--- config.mk ---
export PLATFORM = sky130hd
export DESIGN_NAME = fetch_unit
export DESIGN_NICKNAME = d
export VERILOG_FILES = /design/src/rtl/fetch_pkg.sv /design/src/rtl/fetch_fifo.sv /design/src/rtl/fetch_unit.sv
export SDC_FILE = /design/constraint.sdc
export NUM_CORES = 1
export LEC_CHECK = 0
export CAP_MARGIN = 20
export CORE_UTILIZATION = 50
export DETAILED_ROUTE_END_ITERATION = 8
export PLACE_DENSITY_LB_ADDON = 0.25
export SLEW_MARGIN = 20
export SYNTH_ARGS = -nofsm -noshare
export SYNTH_HDL_FRONTEND = slang
export SYNTH_SLANG_ARGS = --single-unit
--- constraint.sdc ---
create_clock -name clk -period 3.4 [get_ports clk]
set_clock_uncertainty 0.1 [all_clocks]
set_input_delay 0.34 -clock clk [delete_from_list [all_inputs] [get_ports clk]]
set_output_delay 0.34 -clock clk [all_outputs]
set_load 0.02 [all_outputs]
--- src/rtl/fetch_pkg.sv ---
// Shared types and constants for the instruction fetch stage.
package fetch_pkg;

  localparam int          INST_W           = 32;
  localparam int          ADDR_W           = 32;
  localparam logic [31:0] PC_STEP          = 32'd4;
  localparam logic [31:0] RESET_PC_DEFAULT = 32'h0000_0000;

  typedef struct packed {
    logic [INST_W-1:0] inst;
    logic [ADDR_W-1:0] pc;
  } fetch_entry_t;

  function automatic logic [ADDR_W-1:0] align_pc(input logic [ADDR_W-1:0] pc);
    return pc & {{(ADDR_W-2){1'b1}}, 2'b00};
  endfunction

endpackage

--- src/rtl/fetch_fifo.sv ---
// Registered instruction queue (no bypass); flush wins over push in the same cycle.
module fetch_fifo
  import fetch_pkg::*;
#(
  parameter int DEPTH = 4
) (
  input  logic                       clk,
  input  logic                       rst,
  input  logic                       push,
  input  logic                       pop,
  input  logic                       flush,
  input  fetch_entry_t               push_entry,
  output fetch_entry_t               head,
  output logic                       full,
  output logic                       empty,
  output logic [$clog2(DEPTH+1)-1:0] count
);

  localparam int PTR_W = $clog2(DEPTH);
  localparam int CNT_W = $clog2(DEPTH + 1);

  fetch_entry_t     mem_q [DEPTH];
  fetch_entry_t     mem_d [DEPTH];
  logic [PTR_W-1:0] wr_ptr_q;
  logic [PTR_W-1:0] wr_ptr_d;
  logic [PTR_W-1:0] rd_ptr_q;
  logic [PTR_W-1:0] rd_ptr_d;
  logic [CNT_W-1:0] count_q;
  logic [CNT_W-1:0] count_d;
  logic             do_push;
  logic             do_pop;

  assign empty = (count_q == CNT_W'(0));
  assign full  = (count_q == CNT_W'(DEPTH));
  assign count = count_q;
  assign head  = mem_q[rd_ptr_q];

  always_comb begin
    do_push = push && !full && !flush;
    do_pop  = pop && !empty && !flush;
    for (int i = 0; i < DEPTH; i++) begin
      mem_d[i] = (do_push && (wr_ptr_q == PTR_W'(i))) ? push_entry : mem_q[i];
    end
    if (flush) begin
      wr_ptr_d = '0;
      rd_ptr_d = '0;
      count_d  = '0;
    end else begin
      wr_ptr_d = do_push ? (wr_ptr_q + PTR_W'(1)) : wr_ptr_q;
      rd_ptr_d = do_pop ? (rd_ptr_q + PTR_W'(1)) : rd_ptr_q;
      count_d  = count_q + CNT_W'(do_push) - CNT_W'(do_pop);
    end
  end

  always_ff @(posedge clk) begin
    if (rst) begin
      for (int i = 0; i < DEPTH; i++) begin
        mem_q[i] <= '0;
      end
      wr_ptr_q <= '0;
      rd_ptr_q <= '0;
      count_q  <= '0;
    end else begin
      mem_q    <= mem_d;
      wr_ptr_q <= wr_ptr_d;
      rd_ptr_q <= rd_ptr_d;
      count_q  <= count_d;
    end
  end

endmodule

--- src/rtl/fetch_unit.sv ---
// Instruction fetch stage: credit-limited request issue, in-order response
// capture into fetch_fifo, and redirect handling with stale-response discard.
module fetch_unit
  import fetch_pkg::*;
#(
  parameter int          DEPTH    = 4,
  parameter logic [31:0] RESET_PC = RESET_PC_DEFAULT
) (
  input  logic              clk,
  input  logic              rst,
  output logic              imem_req_valid,
  input  logic              imem_req_ready,
  output logic [ADDR_W-1:0] imem_req_addr,
  input  logic              imem_resp_valid,
  input  logic [INST_W-1:0] imem_resp_data,
  input  logic              redirect_valid,
  input  logic [ADDR_W-1:0] redirect_pc,
  output logic              ir_valid,
  input  logic              ir_ready,
  output logic [INST_W-1:0] ir,
  output logic [ADDR_W-1:0] ir_pc
);

  localparam int CNT_W = $clog2(DEPTH + 1);

  logic [ADDR_W-1:0] fetch_pc_q;
  logic [ADDR_W-1:0] fetch_pc_d;
  logic [ADDR_W-1:0] resp_pc_q;
  logic [ADDR_W-1:0] resp_pc_d;
  logic [CNT_W-1:0]  outstanding_q;
  logic [CNT_W-1:0]  outstanding_d;
  logic [CNT_W-1:0]  discard_q;
  logic [CNT_W-1:0]  discard_d;
  logic [CNT_W-1:0]  occupancy;
  logic [CNT_W:0]    credit_used;
  logic              req_fire;
  logic              resp_stale;
  logic              resp_push;
  logic              ir_pop;
  logic              fifo_full;
  logic              fifo_empty;
  fetch_entry_t      push_entry;
  fetch_entry_t      head_entry;

  fetch_fifo #(
    .DEPTH (DEPTH)
  ) u_fifo (
    .clk        (clk),
    .rst        (rst),
    .push       (resp_push),
    .pop        (ir_pop),
    .flush      (redirect_valid),
    .push_entry (push_entry),
    .head       (head_entry),
    .full       (fifo_full),
    .empty      (fifo_empty),
    .count      (occupancy)
  );

  assign imem_req_addr = fetch_pc_q;
  assign ir_valid      = !fifo_empty;
  assign ir            = ir_valid ? head_entry.inst : '0;
  assign ir_pc         = ir_valid ? head_entry.pc : '0;
  assign ir_pop        = ir_valid && ir_ready;

  // Stale in-flight requests do not hold queue credit: their slots are never filled.
  always_comb begin
    credit_used    = {1'b0, occupancy} + {1'b0, outstanding_q} - {1'b0, discard_q};
    imem_req_valid = !rst && (credit_used < (CNT_W+1)'(DEPTH))
                     && (outstanding_q < CNT_W'(DEPTH));
    req_fire       = imem_req_valid && imem_req_ready;
    resp_stale     = imem_resp_valid && (redirect_valid || (discard_q != CNT_W'(0)));
    resp_push      = imem_resp_valid && !resp_stale && !fifo_full;
    push_entry     = '0;
    push_entry.inst = imem_resp_data;
    push_entry.pc   = resp_pc_q;
    outstanding_d  = outstanding_q + CNT_W'(req_fire) - CNT_W'(imem_resp_valid);

    if (redirect_valid) begin
      discard_d = outstanding_d;
    end else if (imem_resp_valid && (discard_q != CNT_W'(0))) begin
      discard_d = discard_q - CNT_W'(1);
    end else begin
      discard_d = discard_q;
    end

    if (redirect_valid) begin
      fetch_pc_d = align_pc(redirect_pc);
    end else if (req_fire) begin
      fetch_pc_d = fetch_pc_q + PC_STEP;
    end else begin
      fetch_pc_d = fetch_pc_q;
    end

    if (redirect_valid) begin
      resp_pc_d = align_pc(redirect_pc);
    end else if (resp_push) begin
      resp_pc_d = resp_pc_q + PC_STEP;
    end else begin
      resp_pc_d = resp_pc_q;
    end
  end

  always_ff @(posedge clk) begin
    if (rst) begin
      fetch_pc_q    <= align_pc(RESET_PC);
      resp_pc_q     <= align_pc(RESET_PC);
      outstanding_q <= '0;
      discard_q     <= '0;
    end else begin
      fetch_pc_q    <= fetch_pc_d;
      resp_pc_q     <= resp_pc_d;
      outstanding_q <= outstanding_d;
      discard_q     <= discard_d;
    end
  end

endmodule

==> Word level (Yosys, flattened, before mapping) <==
Cells that the tools add are included.
{ "classes": {"add_sub_neg": 11, "magnitude_cmp": 3, "multipliers": 0, "div_mod_pow": 0, "n_mux": 11, "shift": 0, "reduce_logical": 29, "n_bitwise": 1, "eq_ne": 4} }
{ "op_table": {"columns": ["op", "count"], "rows": [
  ["$mux 32", 6],
  ["$bmux 64 s2", 1],
  ["$mux 64", 2],
  ["$add 32x3->32 const B", 2],
  ["$logic_and 1x1->1", 16],
  ["$add 3x1->3", 2],
  ["$mux 3", 2],
  ["$reduce_bool 2->1", 3],
  ["$sub 3x1->3", 2],
  ["$logic_not 1->1", 5],
  ["$add 2x1->2 const B", 2],
  ["$add 3x3->4", 1],
  ["$eq 2x2->1 const B", 2],
  ["$lt 4x3->1 const B", 1],
  ["$sub 4x3->4", 1],
  ["$eq 3x3->1 const B", 1],
  ["$ge 3x3->1 const B", 1],
  ["$logic_not 3->1", 1],
  ["$lt 3x3->1 const B", 1],
  ["$not 2->3", 1],
  ["$reduce_bool 3->1", 1],
  ["$sub 3x1->3 const B", 1],
  ["$eq 2x1->1 const B", 1],
  ["$logic_not 2->1", 1],
  ["other kinds (2)", 2]
]} }
{ "totals": {"output_inout_bits": 98, "mem_bits_rw": 0, "romBits": 0, "regBits": 333, "latchBits": 0, "wordCells": 76, "inputBits": 70, "mem_count": 0} }

==> Longest topological paths before layout <==
Gate-level depths: netlist of run 1.
{ "depth": {"word_depth": 10, "mapped_depth": 16, "mapped_depth_nobuf": 16} }

==> Hierarchy <==
A second synthesis of run 1 with hierarchy kept.
{ "unflattened": {"hier_cells": 1573, "hier_area_um2": 16503.3} }
{ "modules_own_cells": {"columns": ["mod", "area_each_um2", "seq_area_each_um2", "cells_per_inst", "instances"], "rows": [
  ["fetch_fifo", 12029.0, 5265.0, 1028, 1],
  ["fetch_unit", 4474.3, 1321.3, 545, 1]
]} }

==> Least setup slack after synthesis of run 1 <==
OpenSTA, ideal clock, no wires.
{ "synth_timing": {"path_type": "register to register", "start": "register outstanding_q[1]", "end": "register discard_q[2]", "n_path_buf": 0, "slack_ns": -0.294, "t_arrival_ns": 3.467, "synth_period_minus_slack_ns": 3.694, "path_stages_with_launch": 17, "setup_ns": 0.126, "required_time_ns": 3.174, "cell_sequence": "dfxtp_1 -> inv_1 -> fa_1 -> inv_1 -> ha_1 -> and4bb_2 -> a2111o_1 -> nor2_4 -> inv_2 -> ha_1 -> inv_1 -> ha_1 -> fa_1 -> xnor2_1 -> nor2_1 -> nand2_1 -> o21ai_0"} }
{ "synth_via": {"elab_chain_cells": 9, "word_cells_on_any_way": 10, "cone_classes": "4 x add/sub; 2 x order compare; 1 x mux; 3 x reduce/logical"} }
{ "synth_lines": {"columns": ["element", "line", "source"], "rows": [
  ["start: declaration", "fetch_unit.sv:30", "logic [CNT_W-1:0] outstanding_q;"],
  ["start signal: assignment", "fetch_unit.sv:113", "outstanding_q <= outstanding_d;"],
  ["$add 3x3->4", "fetch_unit.sv:68", "credit_used = {1'b0, occupancy} + {1'b0, outstanding_q} - {1'b0, discard_q};"],
  ["$sub 4x3->4", "fetch_unit.sv:68", null],
  ["$lt 4x3->1", "fetch_unit.sv:69", "imem_req_valid = !rst && (credit_used < (CNT_W+1)'(DEPTH))"],
  ["$logic_and 1x1->1", "fetch_unit.sv:69", null],
  ["$logic_and 1x1->1", "fetch_unit.sv:70", "&& (outstanding_q < CNT_W'(DEPTH));"],
  ["$logic_and 1x1->1", "fetch_unit.sv:71", "req_fire = imem_req_valid && imem_req_ready;"],
  ["$add 3x1->3 (*)", "fetch_unit.sv:77", "outstanding_d = outstanding_q + CNT_W'(req_fire) - CNT_W'(imem_resp_valid);"],
  ["$sub 3x1->3 (*)", "fetch_unit.sv:77", null],
  ["$mux 3 (*)", "fetch_unit.sv:79", "if (redirect_valid) begin"],
  ["end signal: assignment", "fetch_unit.sv:114", "discard_q <= discard_d;"],
  ["end: declaration", "fetch_unit.sv:32", "logic [CNT_W-1:0] discard_q;"]
]} }
Every way passes the cells marked *; elsewhere a longest branch is shown, timed or not.
A chain may end at the register's enable or synchronous reset.

==> Final worst setup path of run 1 <==
Same ends and word-level chain as after synthesis.

==> run_results.csv, run 1 <==
group,metric,value,unit
finish,areaGrowthSynthToFinish,21.8,%
logic_synthesis,synth_mux_area_share,9.76,%
finish,nFillCells,2443,
place,place_ws,0.0284,ns
pwr,leakagePower,5.91,nW
logic_synthesis,synth.most_common_cell,"nand2_1",
route,drc_errors,0,
timing,slew_violations,0,
clock_tree,clock_sinks,321,
finish,nets,1932,
place,dp_hpwl,25500,um
floorplan,die_w,174,um
timing,fin_crit_sh,98.8,%
global_route,grt_busiest_layer,"met2",
global_route,met2_usage,46.2,%
setup_path,start_kind,"flop",
logic_synthesis,yosysWarnings,0,
logic_synthesis,ys.flop_type,"dfxtp_1",
setup_path,crit_path_end_kind,"flop",
timing,worstMarginPinSlew,1.05,ns
finish,finalNonFillerCells,2252,
global_route,grt_remaining_overflow,0,
timing,finalHoldViolCount,0,
logic_synthesis,synth-seq-cells,321,
global_route,antenna_found_initial,0,
global_route,gr-usage-all-layers,26.5,%
clock_tree,cts_buffer_depth,3,
logic_synthesis,yosys.area_share.adder,1.81,%
logic_synthesis,synth_compound_area_share,14.2,%
hold_path,hold_end,"u_fifo.mem_q[158]$_SDFFE_PP0P_",
floorplan,core,28900,um2
finish,postLayoutCoreUtil,62.4,%
logic_synthesis,syn_area,14800,um2
setup_path,crit_fanout,2,
global_route,met1_usage,34.0,%
timing,setup_violations,0,
logic_synthesis,ys_seq_area_share,43.3,%
setup_path,reg2reg_depth,16,
route,drt_iter0_markers,1041,
pwr,powerDensity,551,nW/um2
logic_synthesis,postSynth.asyncResetShare,0,%
route,firstDrtPassIters,6,
outcome,status,"completed",
finish,fin_area,18100,um2
timing,rsz0062_at_grt,"true",
setup_path,r2r_end,"discard_q[2]$_SDFFE_PP0P_",
timing,relSlewSlack,29.8,%
global_route,grt_pass1_vias,12762,
place,io_buffers,161,
clock_tree,cts-htree-levels,2,
pwr,vdd_drop_max,312,uV
logic_synthesis,yosysTopAreaCell,"dfxtp_1",
clock_tree,cts_made_buffers,35,
logic_synthesis,yosys.area_share.simple,22.9,%
pwr,power_frac_comb,18.5,%
setup_path,regToRegStartpoint,"outstanding_q[1]$_SDFF_PP0_",
setup_path,cp.required,3.68,ns
pwr,switching_share,27.6,%
logic_synthesis,synth-edff-count,0,
flow_run,maxCapViolations,0,
pwr,internal_power,7.21,mW
route,avgRoutedWirePerCell,18.0,um
logic_synthesis,netlist_top_cells_count,"528 x nand2_1, 321 x dfxtp_1, 255 x a21oi_1",
clock_tree,cts_tree,"done",
logic_synthesis,syn_inst,1733,
logic_synthesis,synth_xor_area_share,2.89,%
setup_path,worstPathArrival,3.64,ns
pwr,clock_power_share,40.3,%
hold_path,min_from,"rst",
setup_path,worstSetupPathType,"flop to flop",
hold_path,hold_depth,2,
pwr,p_switching,2.75,mW
timing,setup_slack,0.0411,ns
global_route,met3_usage,2.93,%
clock_tree,holdBufCountCts,0,
floorplan,die_h,174,um
floorplan,initial_utilization,51.2,%
hold_path,hp-class,"input pin to flop",
timing,fmax,298,MHz
floorplan,rows,62,
place,placed_cells,2189,
floorplan,io_pins,168,
pwr,p_seq_share,41.2,%
route,wirelength,40600,um
finish,drive_gt1_share,11.4,%
route,drtAntennaViolNets,0,
global_route,grt_max_degree,230,
clock_tree,cts.clk_slew.worst_paths,0.06,ns
logic_synthesis,avgSynthCellArea,8.56,um2
global_route,grt_first_pass_wirelength,65400,um
place,place_area,16800,um2
logic_synthesis,synth.area.top_cells,"dfxtp_1 43%, nand2_1 13%, mux4_2 9.4%",
clock_tree,root_buffer,"clkbuf_16",
logic_synthesis,yosysUniqueCellTypes,62,
logic_synthesis,netlist.area_leader.share,43.3,%
place,gp_congestion,0.870,
clock_tree,clock_latency,0.51,ns
finish,diodes,0,
setup_path,rrSetupSlack,0.04,ns
logic_synthesis,synth_top_family_by_area,"simple AND/OR/NAND/NOR gates",
route,avgViaCountPerCell,5.69,
route,num_vias,12817,
floorplan,die-area,30300,um2
timing,min_period,3.36,ns
timing,hold_ws,0.0604,ns
-- kinds of logic after synthesis --
logic type      count (synthesis)
fa+ha+maj                      19
mux                            67
simple gates                  747
xor+xnor                       49
compound gates                360
other cells                     1
buf+inv                       169
flops                         321
-- power by group through the flow --
stage	registers (mW)	logic, mW	clock network, mW
final	4.11	1.84	4.01
after global routing	4.13	1.98	4.22
after CTS	4.10	1.82	4.06
after detailed placement	4.18	1.73	0
after global placement	4.17	1.68	0
after floorplan	4.14	1.12	0
-- layout make-up --
class,instances,area (um2),share of cell area (%)
clock buffer,54,1090,6.04
clock inverter,8,140,0.776
inverter,28,108,0.596
multi-input combinational,1246,7750,42.9
sequential,321,6430,35.6
tap,384,480,2.66
timing repair buffer,211,2060,11.4
-- placed cells by master (no fill, tap or decap), types with 5 or more instances in the layout --
cell,Yosys,routed
nand2_2,1,6
o21a_1,29,29
nand4_1,26,26
buf_4,4,44
clkbuf_1,107,7
a21oi_1,255,254
nor4_2,7,7
a21boi_1,29,29
nor4_1,10,10
clkdlybuf4s50_1,0,159
dfxtp_1,321,317
buf_12,0,6
and3_1,10,10
inv_1,26,23
a211oi_1,6,5
xor2_1,23,23
o31a_1,8,8
nor2b_1,68,68
ha_1,15,12
mux4_2,62,62
and2_1,9,5
mux2i_1,5,5
nor3_1,9,8
nand3_1,25,25
xnor2_1,26,26
a21boi_0,7,7
nand2_1,528,523
o21ai_0,5,5
clkbuf_8,1,10
nor2_1,20,20
and4_1,11,11
clkbuf_16,0,37
-- worst max path at each step --
stage                                 to  slack (ns)                   startpoint
3_5_place_dp              imem_req_valid        0.03    discard_q[2]$_SDFFE_PP0P_
3_3_place_gp   discard_q[2]$_SDFFE_PP0P_        0.07  outstanding_q[1]$_SDFF_PP0_
4_1_cts        discard_q[1]$_SDFFE_PP0P_        0.02  outstanding_q[1]$_SDFF_PP0_
5_1_grt        discard_q[2]$_SDFFE_PP0P_        -0.1  outstanding_q[1]$_SDFF_PP0_
6_report       discard_q[2]$_SDFFE_PP0P_        0.04  outstanding_q[1]$_SDFF_PP0_
2_1_floorplan  discard_q[2]$_SDFFE_PP0P_       -0.14  outstanding_q[1]$_SDFF_PP0_
-- state kept, by name, summed over array words and instances (netlist names) --
signal           flops
u_fifo.count         3
discard_q            3
u_fifo.wr_ptr_q      2
outstanding_q        3
resp_pc_q           30
imem_req_addr       30
u_fifo.mem_q       248
u_fifo.rd_ptr_q      2
-- metrics by stage --
stage                     power, mW  setup TNS (ns)
after floorplan                5.26          -0.356
after global placement         5.85               0
after detailed placement       5.91               0
after CTS                      9.98               0
after global routing           10.3          -0.132
final                          9.96               0
-- per-layer routing --
| metal | up-vias | wire length, um |
|---|---|---|
| met1 | 6231 | 17300 |
| met4 | 0 | 1040 |
| li1 | 6103 | - |
| met3 | 71 | 2220 |
| met5 | - | 0 |
| met2 | 412 | 20100 |
-- worst max-delay path, cell delays in order (launching register included) --
cell and delay [ns]:
dfxtp_2 0.36, inv_4 0.04, fa_1 0.52, inv_1 0.04, ha_1 0.29, and4bb_2 0.24, a2111o_1 0.35, nor2_4 0.14
inv_2 0.05, ha_4 0.25, inv_2 0.03, ha_4 0.14, fa_2 0.33, xnor2_1 0.14, nor2_1 0.06, nand2_1 0.07
o21ai_0 0.07
-- repair_timing --
| item | in CTS | in global routing |
|---|---|---|
| resized for setup | 9 | 4 |
| pin swaps | 0 | 1 |
| buffers inserted | 0 | 1 |
| setup endpoints to repair | 1 | 3 |
No activity file was read; power rests on OpenSTA's default activity.
==> run 2, diff against run 1 <==
--- a/config.mk
+++ b/config.mk
@@ -6,6 +6,7 @@
 export NUM_CORES = 1
 export LEC_CHECK = 0
 export CAP_MARGIN = 20
+export CORE_MARGIN = 2
 export CORE_UTILIZATION = 50
 export DETAILED_ROUTE_END_ITERATION = 8
 export PLACE_DENSITY_LB_ADDON = 0.25
@@ -13,3 +14,4 @@
 export SYNTH_ARGS = -nofsm -noshare
 export SYNTH_HDL_FRONTEND = slang
 export SYNTH_SLANG_ARGS = --single-unit
+export TNS_END_PERCENT = 100
==> run_results.csv, run 2 (same netlist as run 1, synthesis figures left out) <==
group,metric,value,unit
global_route,grt_first_pass_wirelength,65200,um
route,firstDrtPassIters,5,
setup_path,cp.required,3.73,ns
floorplan,die-area,31000,um2
clock_tree,root_buffer,"clkbuf_16",
finish,largest_reg_flops,248,
outcome,status,"finished with violations",
hold_path,hold_end,"u_fifo.count[1]$_SDFF_PP0_",
timing,relSlewSlack,37.7,%
timing,hold_ws,0.237,ns
floorplan,die_w,176,um
place,gp_congestion,0.859,
clock_tree,cts_made_buffers,35,
place,place_ws,-0.132,ns
setup_path,reg2reg_depth,16,
place,place_area,16800,um2
timing,slew_violations,0,
timing,fin_crit_sh,103,%
floorplan,io_pins,168,
global_route,gr-usage-all-layers,26.0,%
setup_path,crit_fanout,2,
clock_tree,cts-htree-levels,2,
setup_path,worstPathArrival,3.82,ns
pwr,powerDensity,541,nW/um2
clock_tree,clock_sinks,321,
setup_path,worstSetupPathType,"flop to flop",
place,io_buffers,161,
route,avgRoutedWirePerCell,17.9,um
outcome,violations,"negative setup slack",
route,wirelength,40500,um
route,drtAntennaViolNets,0,
setup_path,rrSetupSlack,-0.09,ns
timing,fmax,287,MHz
hold_path,hold_depth,4,
clock_tree,cts.clk_slew.worst_paths,0.06,ns
finish,final_common_cell,"nand2_1",
route,drc_errors,0,
hold_path,min_from,"rst",
pwr,leakagePower,5.86,nW
pwr,design_power_total,9.73,mW
clock_tree,cts_buffer_depth,3,
floorplan,rows,63,
finish,fin_area,18000,um2
timing,setup_violations,2,
finish,areaGrowthSynthToFinish,21.4,%
flow_run,maxCapViolations,0,
setup_path,crit_top_cell,"inv_2",
finish,final_cell_mix,"524 x nand2_1, 317 x dfxtp_1, 255 x a21oi_1",
setup_path,regToRegStartpoint,"outstanding_q[1]$_SDFF_PP0_",
setup_path,critPathMaxStageDelay,0.56,ns
setup_path,r2r_end,"discard_q[2]$_SDFFE_PP0P_",
route,drt_iter0_markers,1018,
timing,min_period,3.49,ns
clock_tree,cts_tree,"done",
timing,rsz0062_at_grt,"true",
global_route,grt_pass1_vias,12454,
floorplan,initial_utilization,50.4,%
floorplan,die_h,176,um
setup_path,cp_cell_sequence,"inv_2 -> fa_1 -> inv_2 -> ha_4 -> and4bb_2 -> a2111o_1 -> nor2_4 -> inv_2 -> ha_4 -> inv_2 -> ha_4 -> fa_2 -> xnor2_2 -> nor2_2 -> nand2_1 -> o21ai_1",
timing,finalHoldViolCount,0,
finish,drive_gt1_share,11.2,%
timing,setup_slack,-0.0865,ns
place,dp_hpwl,25200,um
clock_tree,clock_latency,0.51,ns
setup_path,cp_slowest_cell,"fa_1",
global_route,grt_remaining_overflow,0,
finish,largest-register,"u_fifo.mem_q",
setup_path,start_kind,"flop",
timing,worstMarginPinSlew,0.926,ns
setup_path,crit_path_end_kind,"flop",
finish,nFillCells,2500,
route,num_vias,12772,
global_route,grt_max_degree,258,
pwr,vdd_drop_max,426,uV
global_route,antenna_found_initial,1,
hold_path,hp-class,"input pin to flop",
finish,nets,1932,
route,avgViaCountPerCell,5.65,
floorplan,core,29400,um2
-- run 2: cell count changes in the layout (fill, tap and decap cells not counted), sizes merged --
| cell | before | now |
|---|---|---|
| diode | 0 | 1 |
| clkbuf | 54 | 55 |
| bufinv | 4 | 1 |
| buf | 52 | 51 |
| clkinv | 5 | 7 |
| clkdlybuf4s15 | 0 | 1 |
-- run 2: per-stage QoR --
| stage | std cells | utilization, % | setup TNS [ns] |
|---|---|---|---|
| 6_report | 2259 | 61.2 | -0.107 |
| 5_1_grt | 2258 | 61.2 | -0.484 |
| 4_1_cts | 2255 | 61.0 | -0.0139 |
| 3_5_place_dp | 2189 | 57.0 | -0.143 |
| 3_3_place_gp | 2189 | 57.0 | -0.0120 |
| 2_1_floorplan | 1736 | - | -0.356 |
-- run 2: worst max path at each step --
stage,startpoint,endpoint,slack [ns],cells past startpoint
CTS,outstanding_q[1]$_SDFF_PP0_,discard_q[2]$_SDFFE_PP0P_,-0.01,16
detailed placement,discard_q[2]$_SDFFE_PP0P_,imem_req_valid,-0.13,8
global route,outstanding_q[1]$_SDFF_PP0_,discard_q[2]$_SDFFE_PP0P_,-0.21,16
finish,outstanding_q[1]$_SDFF_PP0_,discard_q[2]$_SDFFE_PP0P_,-0.09,16
floorplan,outstanding_q[1]$_SDFF_PP0_,discard_q[2]$_SDFFE_PP0P_,-0.14,16
global placement,discard_q[2]$_SDFFE_PP0P_,imem_req_valid,-0.01,8
-- run 2: final cells by class --
| class | instances | area, um2 | share of cell area, % |
|---|---|---|---|
| Sequential cell | 321 | 6430 | 35.7 |
| Multi-Input combinational cell | 1246 | 7770 | 43.2 |
| Antenna cell | 1 | 2.50 | 0.0139 |
| Clock inverter | 7 | 63.8 | 0.354 |
| Tap cell | 390 | 488 | 2.71 |
| Inverter | 28 | 105 | 0.584 |
| Clock buffer | 55 | 1040 | 5.80 |
| Timing Repair Buffer | 211 | 2100 | 11.6 |
-- run 2: routing by layer --
| metal | vias up | global-route usage [%] | part of all wire [%] |
|---|---|---|---|
| li1 | 6112 | - | - |
| met3 | 65 | 3.60 | 5.9 |
| met1 | 6191 | 34.6 | 43 |
| met4 | 0 | 7.37 | 2.0 |
| met2 | 404 | 44.2 | 49 |
| met5 | - | 0 | 0 |
-- run 2: power breakdown --
group | total [mW] | switching, mW | leakage [nW] | internal, mW
Clock | 3.67 | 1.49 | 0.545 | 2.18
Combinational | 1.96 | 1.09 | 2.71 | 0.860
Sequential | 4.10 | 0.176 | 2.61 | 3.93
-- run 2: critical path, delay by kind of cell (launching register included) --
kind	cells	cell delay [ns]
flops	1	0.34
buf+inv	4	0.19
simple gates	4	0.56
compound gates	2	0.54
xor+xnor	1	0.15
fa+ha+maj	5	1.55
-- run 2: repair_timing --
action	4_1_cts	5_1_grt
hold buffers	0	0
pin swaps	0	5
buffers inserted	4	2
gates resized for setup	10	5
endpoints found under the setup margin	2	6
endpoints found under the hold margin	0	0
==> run 3, diff against run 2 <==
--- a/config.mk
+++ b/config.mk
@@ -6,7 +6,6 @@
 export NUM_CORES = 1
 export LEC_CHECK = 0
 export CAP_MARGIN = 20
-export CORE_MARGIN = 2
 export CORE_UTILIZATION = 50
 export DETAILED_ROUTE_END_ITERATION = 8
 export PLACE_DENSITY_LB_ADDON = 0.25
==> results of run 3 <==
Same layout as run 1: the final DEF is identical, and so are final timing and power.
